<file path="src/rtl/mem_access_unit_if.sv">
// Data-memory request/acknowledge bus between the load/store unit and memory.
interface mem_access_unit_if #(
   parameter int unsigned DATA_WIDTH = 32
);
   logic                    dmem_req;
   logic                    dmem_we;
   logic [DATA_WIDTH-1:0]   dmem_addr;
   logic [3:0]              dmem_be;
   logic [DATA_WIDTH-1:0]   dmem_wdata;
   logic [DATA_WIDTH-1:0]   dmem_rdata;
   logic                    dmem_ack;

   modport master (
      output dmem_req, dmem_we, dmem_addr, dmem_be, dmem_wdata,
      input  dmem_rdata, dmem_ack
   );

   modport slave (
      input  dmem_req, dmem_we, dmem_addr, dmem_be, dmem_wdata,
      output dmem_rdata, dmem_ack
   );
endinterface

</file>
<file path="src/rtl/mem_access_unit.sv">
// M-stage load/store unit: fault check, byte-lane steering, request/ack
// transaction with timeout, and load-data extension for MEM/WB.
module mem_access_unit #(
   parameter int unsigned DATA_WIDTH = 32,
   parameter int unsigned TIMEOUT    = 16
) (
   input  logic                  clk,
   input  logic                  rst_n,
   input  logic                  memread_m,
   input  logic                  memwrite_m,
   input  logic [2:0]            funct3_m,
   input  logic [DATA_WIDTH-1:0] aluresult_m,
   input  logic [DATA_WIDTH-1:0] writedata_m,
   output logic [DATA_WIDTH-1:0] readdata_m,
   output logic                  stall_m,
   output logic                  misaligned_m,
   output logic                  bus_err_m,
   mem_access_unit_if.master     dmem
);

   localparam int unsigned CW = (TIMEOUT > 2) ? $clog2(TIMEOUT) : 1;
   localparam logic [CW-1:0] CNT_LAST = CW'(TIMEOUT - 1);

   typedef enum logic [1:0] {IDLE, BUSY, DONE} state_t;

   state_t                  state, state_next;
   logic [CW-1:0]           cnt;
   logic [DATA_WIDTH-1:0]   rdata_q;
   logic [1:0]              a_lo;
   logic [2:0]              f3_q;
   logic                    load_q;
   logic                    err_q;

   logic                    access;
   logic                    is_store;
   logic                    fault;
   logic                    start;
   logic [3:0]              be_c;
   logic [DATA_WIDTH-1:0]   wdata_c;
   logic [7:0]              byte_sel;
   logic [15:0]             half_sel;
   logic [DATA_WIDTH-1:0]   load_ext;

   // Decode the incoming instruction: legality, byte enables and store lanes.
   always_comb begin
      access   = memread_m | memwrite_m;
      is_store = memwrite_m;
      fault    = 1'b0;
      be_c     = 4'b0000;
      wdata_c  = writedata_m;
      case (funct3_m)
         3'b000, 3'b100: begin
            be_c    = 4'b0001 << aluresult_m[1:0];
            wdata_c = {4{writedata_m[7:0]}};
            if (is_store && funct3_m[2]) fault = 1'b1;
         end
         3'b001, 3'b101: begin
            be_c    = 4'b0011 << aluresult_m[1:0];
            wdata_c = {2{writedata_m[15:0]}};
            if (aluresult_m[0]) fault = 1'b1;
            if (is_store && funct3_m[2]) fault = 1'b1;
         end
         3'b010: begin
            be_c    = 4'b1111;
            wdata_c = writedata_m;
            if (aluresult_m[1:0] != 2'b00) fault = 1'b1;
         end
         default: fault = 1'b1;
      endcase
      start = access & ~fault;
   end

   // State register.
   always_ff @(posedge clk) begin
      if (!rst_n) state <= IDLE;
      else        state <= state_next;
   end

   // Next-state logic and pipeline-facing status outputs.
   always_comb begin
      state_next   = state;
      stall_m      = 1'b0;
      misaligned_m = 1'b0;
      bus_err_m    = 1'b0;
      case (state)
         IDLE: begin
            if (start) begin
               state_next = BUSY;
               stall_m    = 1'b1;
            end else if (access) begin
               misaligned_m = 1'b1;
            end
         end
         BUSY: begin
            stall_m = 1'b1;
            if (dmem.dmem_ack || cnt == CNT_LAST) state_next = DONE;
         end
         DONE: begin
            bus_err_m  = err_q;
            state_next = IDLE;
         end
         default: state_next = IDLE;
      endcase
      if (!rst_n) begin
         stall_m      = 1'b0;
         misaligned_m = 1'b0;
         bus_err_m    = 1'b0;
      end
   end

   // Request registers, timeout counter, read-data capture and error flag.
   always_ff @(posedge clk) begin
      if (!rst_n) begin
         dmem.dmem_req   <= 1'b0;
         dmem.dmem_we    <= 1'b0;
         dmem.dmem_addr  <= '0;
         dmem.dmem_be    <= '0;
         dmem.dmem_wdata <= '0;
         cnt             <= '0;
         rdata_q         <= '0;
         err_q           <= 1'b0;
         a_lo            <= 2'b00;
         f3_q            <= 3'b000;
         load_q          <= 1'b0;
      end else begin
         case (state)
            IDLE: begin
               if (start) begin
                  dmem.dmem_req   <= 1'b1;
                  dmem.dmem_we    <= is_store;
                  dmem.dmem_addr  <= {aluresult_m[DATA_WIDTH-1:2], 2'b00};
                  dmem.dmem_be    <= be_c;
                  dmem.dmem_wdata <= wdata_c;
                  a_lo            <= aluresult_m[1:0];
                  f3_q            <= funct3_m;
                  load_q          <= ~is_store;
                  cnt             <= '0;
                  rdata_q         <= '0;
                  err_q           <= 1'b0;
               end
            end
            BUSY: begin
               if (dmem.dmem_ack) begin
                  dmem.dmem_req <= 1'b0;
                  if (load_q) rdata_q <= dmem.dmem_rdata;
               end else if (cnt == CNT_LAST) begin
                  dmem.dmem_req <= 1'b0;
                  err_q         <= 1'b1;
                  rdata_q       <= '0;
               end else begin
                  cnt <= cnt + 1'b1;
               end
            end
            DONE: begin
               err_q   <= 1'b0;
               rdata_q <= '0;
            end
            default: ;
         endcase
      end
   end

   // Load extraction from the captured word using the registered offset.
   always_comb begin
      case (a_lo)
         2'd0:    byte_sel = rdata_q[7:0];
         2'd1:    byte_sel = rdata_q[15:8];
         2'd2:    byte_sel = rdata_q[23:16];
         default: byte_sel = rdata_q[31:24];
      endcase
      half_sel = a_lo[1] ? rdata_q[31:16] : rdata_q[15:0];
      case (f3_q)
         3'b000:  load_ext = {{24{byte_sel[7]}}, byte_sel};
         3'b100:  load_ext = {24'h000000, byte_sel};
         3'b001:  load_ext = {{16{half_sel[15]}}, half_sel};
         3'b101:  load_ext = {16'h0000, half_sel};
         default: load_ext = rdata_q;
      endcase
      readdata_m = (rst_n && state == DONE && load_q) ? load_ext : '0;
   end

endmodule
</file>
<file path="src/flat_wrapper.sv">
// flat-port wrapper written by rule: the top's interface ports become plain ports
module mem_access_unit_flat 
#(
   parameter int unsigned DATA_WIDTH = 32,
   parameter int unsigned TIMEOUT    = 16
)
  (clk, rst_n, memread_m, memwrite_m, funct3_m, aluresult_m, writedata_m, readdata_m, stall_m, misaligned_m, bus_err_m, dmem_dmem_req, dmem_dmem_we, dmem_dmem_addr, dmem_dmem_be, dmem_dmem_wdata, dmem_dmem_rdata, dmem_dmem_ack);
  mem_access_unit_if #(.DATA_WIDTH(DATA_WIDTH)) dmem_i ();
  input  logic clk;
  input  logic rst_n;
  input  logic memread_m;
  input  logic memwrite_m;
  input  logic [2:0] funct3_m;
  input  logic [DATA_WIDTH-1:0] aluresult_m;
  input  logic [DATA_WIDTH-1:0] writedata_m;
  output logic [DATA_WIDTH-1:0] readdata_m;
  output logic stall_m;
  output logic misaligned_m;
  output logic bus_err_m;
  output wire logic [$bits(dmem_i.dmem_req)-1:0] dmem_dmem_req;
  output wire logic [$bits(dmem_i.dmem_we)-1:0] dmem_dmem_we;
  output wire logic [$bits(dmem_i.dmem_addr)-1:0] dmem_dmem_addr;
  output wire logic [$bits(dmem_i.dmem_be)-1:0] dmem_dmem_be;
  output wire logic [$bits(dmem_i.dmem_wdata)-1:0] dmem_dmem_wdata;
  input wire logic [$bits(dmem_i.dmem_rdata)-1:0] dmem_dmem_rdata;
  input wire logic [$bits(dmem_i.dmem_ack)-1:0] dmem_dmem_ack;
  assign dmem_dmem_req = dmem_i.dmem_req;
  assign dmem_dmem_we = dmem_i.dmem_we;
  assign dmem_dmem_addr = dmem_i.dmem_addr;
  assign dmem_dmem_be = dmem_i.dmem_be;
  assign dmem_dmem_wdata = dmem_i.dmem_wdata;
  assign dmem_i.dmem_rdata = dmem_dmem_rdata;
  assign dmem_i.dmem_ack = dmem_dmem_ack;
  mem_access_unit #(.DATA_WIDTH(DATA_WIDTH), .TIMEOUT(TIMEOUT)) u_core (.clk(clk), .rst_n(rst_n), .memread_m(memread_m), .memwrite_m(memwrite_m), .funct3_m(funct3_m), .aluresult_m(aluresult_m), .writedata_m(writedata_m), .readdata_m(readdata_m), .stall_m(stall_m), .misaligned_m(misaligned_m), .bus_err_m(bus_err_m), .dmem(dmem_i));
endmodule
</file>
<file path="config.mk">
export PLATFORM = sky130hd
export DESIGN_NAME = mem_access_unit_flat
export DESIGN_NICKNAME = d
export VERILOG_FILES = /design/src/rtl/mem_access_unit_if.sv /design/src/rtl/mem_access_unit.sv /design/src/flat_wrapper.sv
export SDC_FILE = /design/constraint.sdc
export NUM_CORES = 1
export LEC_CHECK = 0
export CORE_MARGIN = 2
export CORE_UTILIZATION = 32
export CTS_BUF_LIST = sky130_fd_sc_hd__clkbuf_4 sky130_fd_sc_hd__clkbuf_8 sky130_fd_sc_hd__clkbuf_16
export CTS_CLUSTER_SIZE = 8
export DETAILED_ROUTE_END_ITERATION = 7
export GPL_TIMING_DRIVEN = 0
export HOLD_SLACK_MARGIN = 0.05
export SLEW_MARGIN = 20
export SYNTH_ARGS = -nofsm -noshare
export SYNTH_HDL_FRONTEND = slang
export SYNTH_SLANG_ARGS = --single-unit
</file>
<file path="constraint.sdc">
create_clock -name clk -period 3.96 [get_ports clk]
set_clock_uncertainty 0.1 [all_clocks]
set_input_delay 0.792 -clock clk [delete_from_list [all_inputs] [get_ports clk]]
set_output_delay 0.792 -clock clk [all_outputs]
set_load 0.02 [all_outputs]
</file>
==> flow_metrics.py, run 1 <==
metrics = {
    "synth": {
        "ys_ff_latch": 113,
        "synth.area.top_cells": "dfxtp_1 44%, nand2_1 9.4%, a21oi_1 6.5%, a22o_1 5.4%, mux4_2 3.5%",
        "synthDistinctLibCells": 51,
        "synth_commonest_cells": "129 x nand2_1, 113 x dfxtp_1, 67 x a21oi_1",
        "async_reset_ff_frac": 0,
        "synth_top_cell_area_share": 0.438,
        "synth-main-ff-cell": "dfxtp_1",
        "yosys.area.top_type": "dfxtp_1",
        "avgSynthCellArea_um2": 8.52,
        "syn-cell-area_um2": 5170,
        "synth_edf_count": 0,
        "yosys_warnings": 0,
        "syn_inst": 607,
        "synth_most_common_cell": "nand2_1",
        "ys_seq_area_frac": 0.438,
    },
    "timing": {
        "final_hold_viol_count": 0,
        "rsz0062_at_grt": "true",
        "fin_hold_ws_ns": 0.352,
        "period_needed_ns": 3.94,
        "slew_headroom": 0.551,
        "max_freq_mhz": 254,
        "fin_setup_tns_ns": 0,
        "worst_pin_slew_ns": 0.671,
        "drv_slew": 0,
        "setup-violations-final": 0,
        "min_period_over_period": 0.995,
    },
    "drt": {
        "drt_drc_violations_left": 0,
        "drtIter0Drc": 393,
        "vias": 5518,
        "firstDrtPassIters": 5,
        "ant_nets": 0,
        "via_per_inst": 5.20,
        "drt_wl_total_mm": 19.0,
        "wl_per_cell_um": 17.9,
    },
    "finish": {
        "syn_to_final_growth_pct": 58.5,
        "drive_above_1_share": 0.0957,
        "fin_area_um2": 8190,
        "final_net_count": 938,
        "n_antenna_cell": 0,
    },
    "floorplan": {
        "die_x_um": 131,
        "initial_utilization": 0.327,
        "num_io_pins": 209,
        "core-area_um2": 15800,
        "die_area_um2": 17200,
        "num_rows": 46,
        "die_h_um": 131,
    },
    "cts": {
        "ctsHtreeMaxLevel": 4,
        "clockBufferDepth": 2,
        "clock-root-buffer": "clkbuf_16",
        "cts_hold_buf": 0,
        "cts.sinks": 113,
        "cts.reportedPaths.clkPinSlew_ns": 0.05,
        "cts_tree": "yes",
        "insertion_delay_ns": 0.41,
        "cts_made_buffers": 17,
    },
    "critical_path": {
        "cp.arrival_ns": 3.05,
        "cp_max_fo": 10,
        "crit_slowest_cell": "clkdlybuf4s50_1",
        "critPathMaxStageDelay_ns": 0.71,
        "required_ns": 3.07,
        "path_class": "in2out",
        "startpoint_type": "input pin",
        "path_cells": "buf_2 > nor2b_1 > nand3_4 > clkbuf_1 > a2111oi_1 > clkdlybuf4s50_1",
        "critPathCaptureType": "primary output",
    },
    "placed_design": {
        "portBuffers": 205,
        "post-dp-hpwl_mm": 14.2,
        "placed_area_um2": 7500,
        "gp_congestion": 0.862,
    },
    "grt": {
        "grt_pass1_wl_mm": 29.9,
        "antenna_found_initial": 0,
        "grt_pass1_vias": 5430,
        "grt_use_total": 0.219,
        "grt.overflow.total": 0,
        "grt_max_degree": 17,
    },
    "pwr": {
        "power_density_nw_per_um2": 413,
        "power_leakage_nw": 3.08,
        "ir_drop_uv": 311,
    },
    "worst_hold_path": {
        "min_path_type": "reg2reg",
    },
    "run_status": {
        "status": "completed",
    },
    "flow_run": {
        "cap_violations": 0,
    },
}
[report_power, final]
part	internal [mW]	total [mW]	switching [mW]
Sequential	1.19	1.22	0.0320
Clock	1.10	1.64	0.536
Combinational	0.248	0.523	0.275
Total	2.54	3.38	0.843
[what timing repair did]
item | 4_1_cts | 5_1_grt
setup endpoints to repair | 26 | 25
resized for setup | 9 | 10
pin swaps | 1 | 1
setup buffers | 0 | 1
hold endpoints to repair | 0 | 0
[critical path: cells and delay by family]
kind                   cells  cell delay (ns)
buffers and inverters      3             1.18
AND/OR/NAND/NOR            2             0.53
AO/OA/AOI/OAI              1             0.53
[layout by cell type, fill, tap and decap left out, drive strengths merged, types with 6 or more instances in the layout]
master	netlist	layout
clkinv	2	8
a31oi	15	15
mux2	9	9
nand2b	12	12
o21ai	20	20
nor3	6	6
a21o	16	16
nor2b	10	10
a2111oi	10	10
nor2	35	35
dfxtp	113	113
o211ai	12	12
a21oi	67	67
buf	18	18
a22o	32	32
nand2	129	129
clkdlybuf4s50	0	200
a32oi	7	7
o22ai	8	8
mux4	8	8
clkbuf	35	58
a311oi	9	9
[metal layers]
| layer | GRT usage | part of all wire | vias up |
|---|---|---|---|
| met5 | 0 | 0 | - |
| met4 | 0.0779 | 0.015 | 0 |
| met3 | 0.0775 | 0.089 | 24 |
| met2 | 0.349 | 0.46 | 225 |
| met1 | 0.274 | 0.44 | 2611 |
| li1 | - | - | 2658 |
[per-stage QoR]
step	cells	power, mW	setup slack (ns)	utilization
5_1_grt	1062	3.52	-0.0668	0.518
3_5_place_dp	1029	1.76	-0.381	0.474
2_1_floorplan	608	1.49	0.357	-
3_3_place_gp	1029	1.76	-0.317	0.474
4_1_cts	1061	3.41	0.0138	0.516
6_report	1062	3.38	0.0193	0.518
[final timing paths]
kind                                                start                         to  slack (ns)  cells past startpoint
worst max-delay path                                rst_n              readdata_m[6]        0.02                      6
worst min-delay path            u_core.dmem.dmem_addr[29]  u_core.dmem.dmem_addr[29]        0.35                      2
worst max register to register            u_core.state[0]         u_core.rdata_q[11]        1.62                      6
worst min register to register  u_core.dmem.dmem_addr[29]  u_core.dmem.dmem_addr[29]        0.35                      2
[flip-flops by register name, indices dropped and copies added (netlist names), 2 cells and up]
signal / cells
u_core.state: 2
u_core.rdata_q: 32
u_core.a_lo: 2
u_core.dmem.dmem_addr: 30
u_core.f3_q: 3
u_core.dmem.dmem_wdata: 32
u_core.cnt: 4
u_core.dmem.dmem_be: 4
[area by class of cell]
class,instances,area (um^2)
fillers,1429,7630
multi-input cells,437,2700
flip-flops and latches,113,2260
repair buffers,206,2070
clock buffers,22,475
well taps,216,270
plain buffers,53,239
clock inverters,10,158
inverters,5,18.8
[logic make-up after synthesis]
logic type	share of synthesized area
AOI/OAI and AO/OA	0.277
and+or+nand+nor	0.175
DFF	0.438
buffers and inverters	0.0491
muxes	0.0583
adders and majority gates	0.00242
other	0.000725
(Power assumes the default switching activity.)
==> run 2: changes to the inputs <==
--- a/config.mk
+++ b/config.mk
@@ -5,6 +5,8 @@
 export SDC_FILE = /design/constraint.sdc
 export NUM_CORES = 1
 export LEC_CHECK = 0
+export CELL_PAD_IN_SITES_DETAIL_PLACEMENT = 1
+export CELL_PAD_IN_SITES_GLOBAL_PLACEMENT = 1
 export CORE_MARGIN = 2
 export CORE_UTILIZATION = 32
 export CTS_BUF_LIST = sky130_fd_sc_hd__clkbuf_4 sky130_fd_sc_hd__clkbuf_8 sky130_fd_sc_hd__clkbuf_16
@@ -12,6 +14,7 @@
 export DETAILED_ROUTE_END_ITERATION = 7
 export GPL_TIMING_DRIVEN = 0
 export HOLD_SLACK_MARGIN = 0.05
+export PLACE_DENSITY_LB_ADDON = 0.1
 export SLEW_MARGIN = 20
 export SYNTH_ARGS = -nofsm -noshare
 export SYNTH_HDL_FRONTEND = slang
==> run 2 against run 1 <==
Fmax is 3.3% higher; global-route usage grew 1.9 points; critical endpoint is now misaligned_m; worst hold slack better by 0.0016 ns; largest power group unchanged; clock power up 5%.
==> flow_metrics.py, run 2 (same netlist as run 1, synthesis figures left out) <==
metrics = {
    "finish": {
        "fillers": 1856,
        "fin_cells": 1061,
        "final_common_cell": "clkdlybuf4s50_1",
        "syn_to_final_growth_pct": 59.0,
        "n_antenna_cell": 0,
        "fin_area_um2": 8220,
        "final_cell_mix": "202 x clkdlybuf4s50_1, 128 x nand2_1, 113 x dfxtp_1, 66 x a21oi_1, 34 x nor2_1",
        "final_net_count": 937,
        "post-route-util": 0.519,
        "top_regs": "u_core.dmem.dmem_wdata x32, u_core.rdata_q x32, u_core.dmem.dmem_addr x30",
        "drive_above_1_share": 0.101,
    },
    "pwr": {
        "power_density_nw_per_um2": 423,
        "pwr-share-clk": 0.496,
        "swShare": 0.264,
        "p_switching_mw": 0.916,
        "p_comb_frac": 0.154,
        "seqPwrFrac": 0.351,
        "power_leakage_nw": 3.02,
        "ir_drop_uv": 325,
        "power_mw": 3.48,
        "p_int_mw": 2.56,
    },
    "critical_path": {
        "critPathMaxStageDelay_ns": 0.67,
        "path_class": "in2out",
        "cp.arrival_ns": 2.92,
        "path_buf_inv": 2,
        "path_cells": "clkdlybuf4s50_1 > a221o_1 > nand2_1 > nor4b_2 > clkdlybuf4s50_1",
        "crit_slowest_cell": "clkdlybuf4s50_1",
        "cp_max_fo": 8,
        "critPathCaptureType": "primary output",
        "crit_family": "buffers and inverters",
        "startpoint_type": "input pin",
        "required_ns": 3.07,
        "cp_common_cell": "clkdlybuf4s50_1",
    },
    "grt": {
        "grt_pass1_vias": 5902,
        "antenna_found_initial": 0,
        "grt_use_total": 0.238,
        "grt_max_degree": 19,
        "grt_pass1_wl_mm": 32.5,
        "grt.overflow.total": 0,
    },
    "timing": {
        "worst_pin_slew_ns": 0.685,
        "fin_hold_ws_ns": 0.354,
        "fin_setup_tns_ns": 0,
        "drv_slew": 0,
        "period_needed_ns": 3.82,
        "setup-violations-final": 0,
        "final_hold_viol_count": 0,
        "slew_headroom": 0.542,
        "min_period_over_period": 0.963,
        "worst_slack_ns": 0.145,
        "rsz0062_at_grt": "false",
        "max_freq_mhz": 262,
    },
    "placed_design": {
        "pre_cts_ws_ns": -0.617,
        "placed_area_um2": 7500,
        "placed_cells": 1029,
        "gp_congestion": 0.833,
        "post-dp-hpwl_mm": 15.4,
        "portBuffers": 205,
    },
    "worst_hold_path": {
        "min_path_type": "reg2reg",
    },
    "run_status": {
        "status": "completed",
    },
    "floorplan": {
        "core-area_um2": 15800,
        "die_area_um2": 17200,
        "initial_utilization": 0.327,
        "num_io_pins": 209,
        "die_x_um": 131,
        "num_rows": 46,
        "die_h_um": 131,
    },
    "drt": {
        "drt_drc_violations_left": 0,
        "via_per_inst": 5.29,
        "ant_nets": 0,
        "firstDrtPassIters": 5,
        "vias": 5615,
        "drt_wl_total_mm": 20.5,
        "drtIter0Drc": 217,
        "wl_per_cell_um": 19.3,
    },
    "cts": {
        "cts_tree": "yes",
        "insertion_delay_ns": 0.42,
        "cts.reportedPaths.clkPinSlew_ns": 0.06,
        "cts.sinks": 113,
        "clockBufferDepth": 2,
        "ctsHtreeMaxLevel": 4,
        "cts_made_buffers": 17,
        "clock-root-buffer": "clkbuf_16",
    },
    "flow_run": {
        "cap_violations": 0,
    },
}
-- run 2: worst reg2reg max path, cell delays in order, from the launching register on --
cell and delay (ns):
dfxtp_1 0.39, clkbuf_1 0.45, a2111o_1 0.31, buf_2 0.31
buf_1 0.52, nand2_1 0.12, a21oi_1 0.15
-- run 2: what timing repair did --
action,in CTS,in global routing
hold buffers,0,0
resized for setup,9,13
setup endpoints to repair,26,22
buffers inserted,1,0
cloned,0,0
pin swaps,1,0
-- run 2: layer usage --
metal	share of wire	global-route usage	vias up
li1	-	-	2650
met2	0.48	0.393	165
met3	0.067	0.0787	34
met4	0.022	0.0845	0
met1	0.43	0.291	2766
met5	0	0	-
-- run 2: area by class of cell --
cell class	count	area (um^2)	area share
Multi-Input combinational cell	437	2710	0.329
Timing Repair Buffer	206	2060	0.251
Clock inverter	15	231	0.0282
Buffer	52	239	0.0291
Clock buffer	17	425	0.0517
Sequential cell	113	2260	0.275
Tap cell	216	270	0.0329
Inverter	5	22.5	0.00274
-- run 2: worst paths after layout --
| kind | startpoint | to | slack (ns) | cells past startpoint |
|---|---|---|---|---|
| max reg2reg | u_core.state[1] | u_core.dmem.dmem_wdata[27] | 1.54 | 6 |
| min reg2reg | u_core.dmem.dmem_addr[18] | u_core.dmem.dmem_addr[18] | 0.35 | 2 |
| min | u_core.dmem.dmem_addr[18] | u_core.dmem.dmem_addr[18] | 0.35 | 2 |
| max | aluresult_m[0] | misaligned_m | 0.14 | 5 |
-- run 2: power by group through the flow --
| stage | Clock (mW) | Sequential [mW] | Combinational, mW |
|---|---|---|---|
| finish | 1.72 | 1.22 | 0.534 |
| global route | 1.81 | 1.23 | 0.576 |
| CTS | 1.75 | 1.22 | 0.536 |
| detailed placement | 0 | 1.24 | 0.531 |
| global placement | 0 | 1.24 | 0.521 |
| floorplan | 0 | 1.29 | 0.194 |
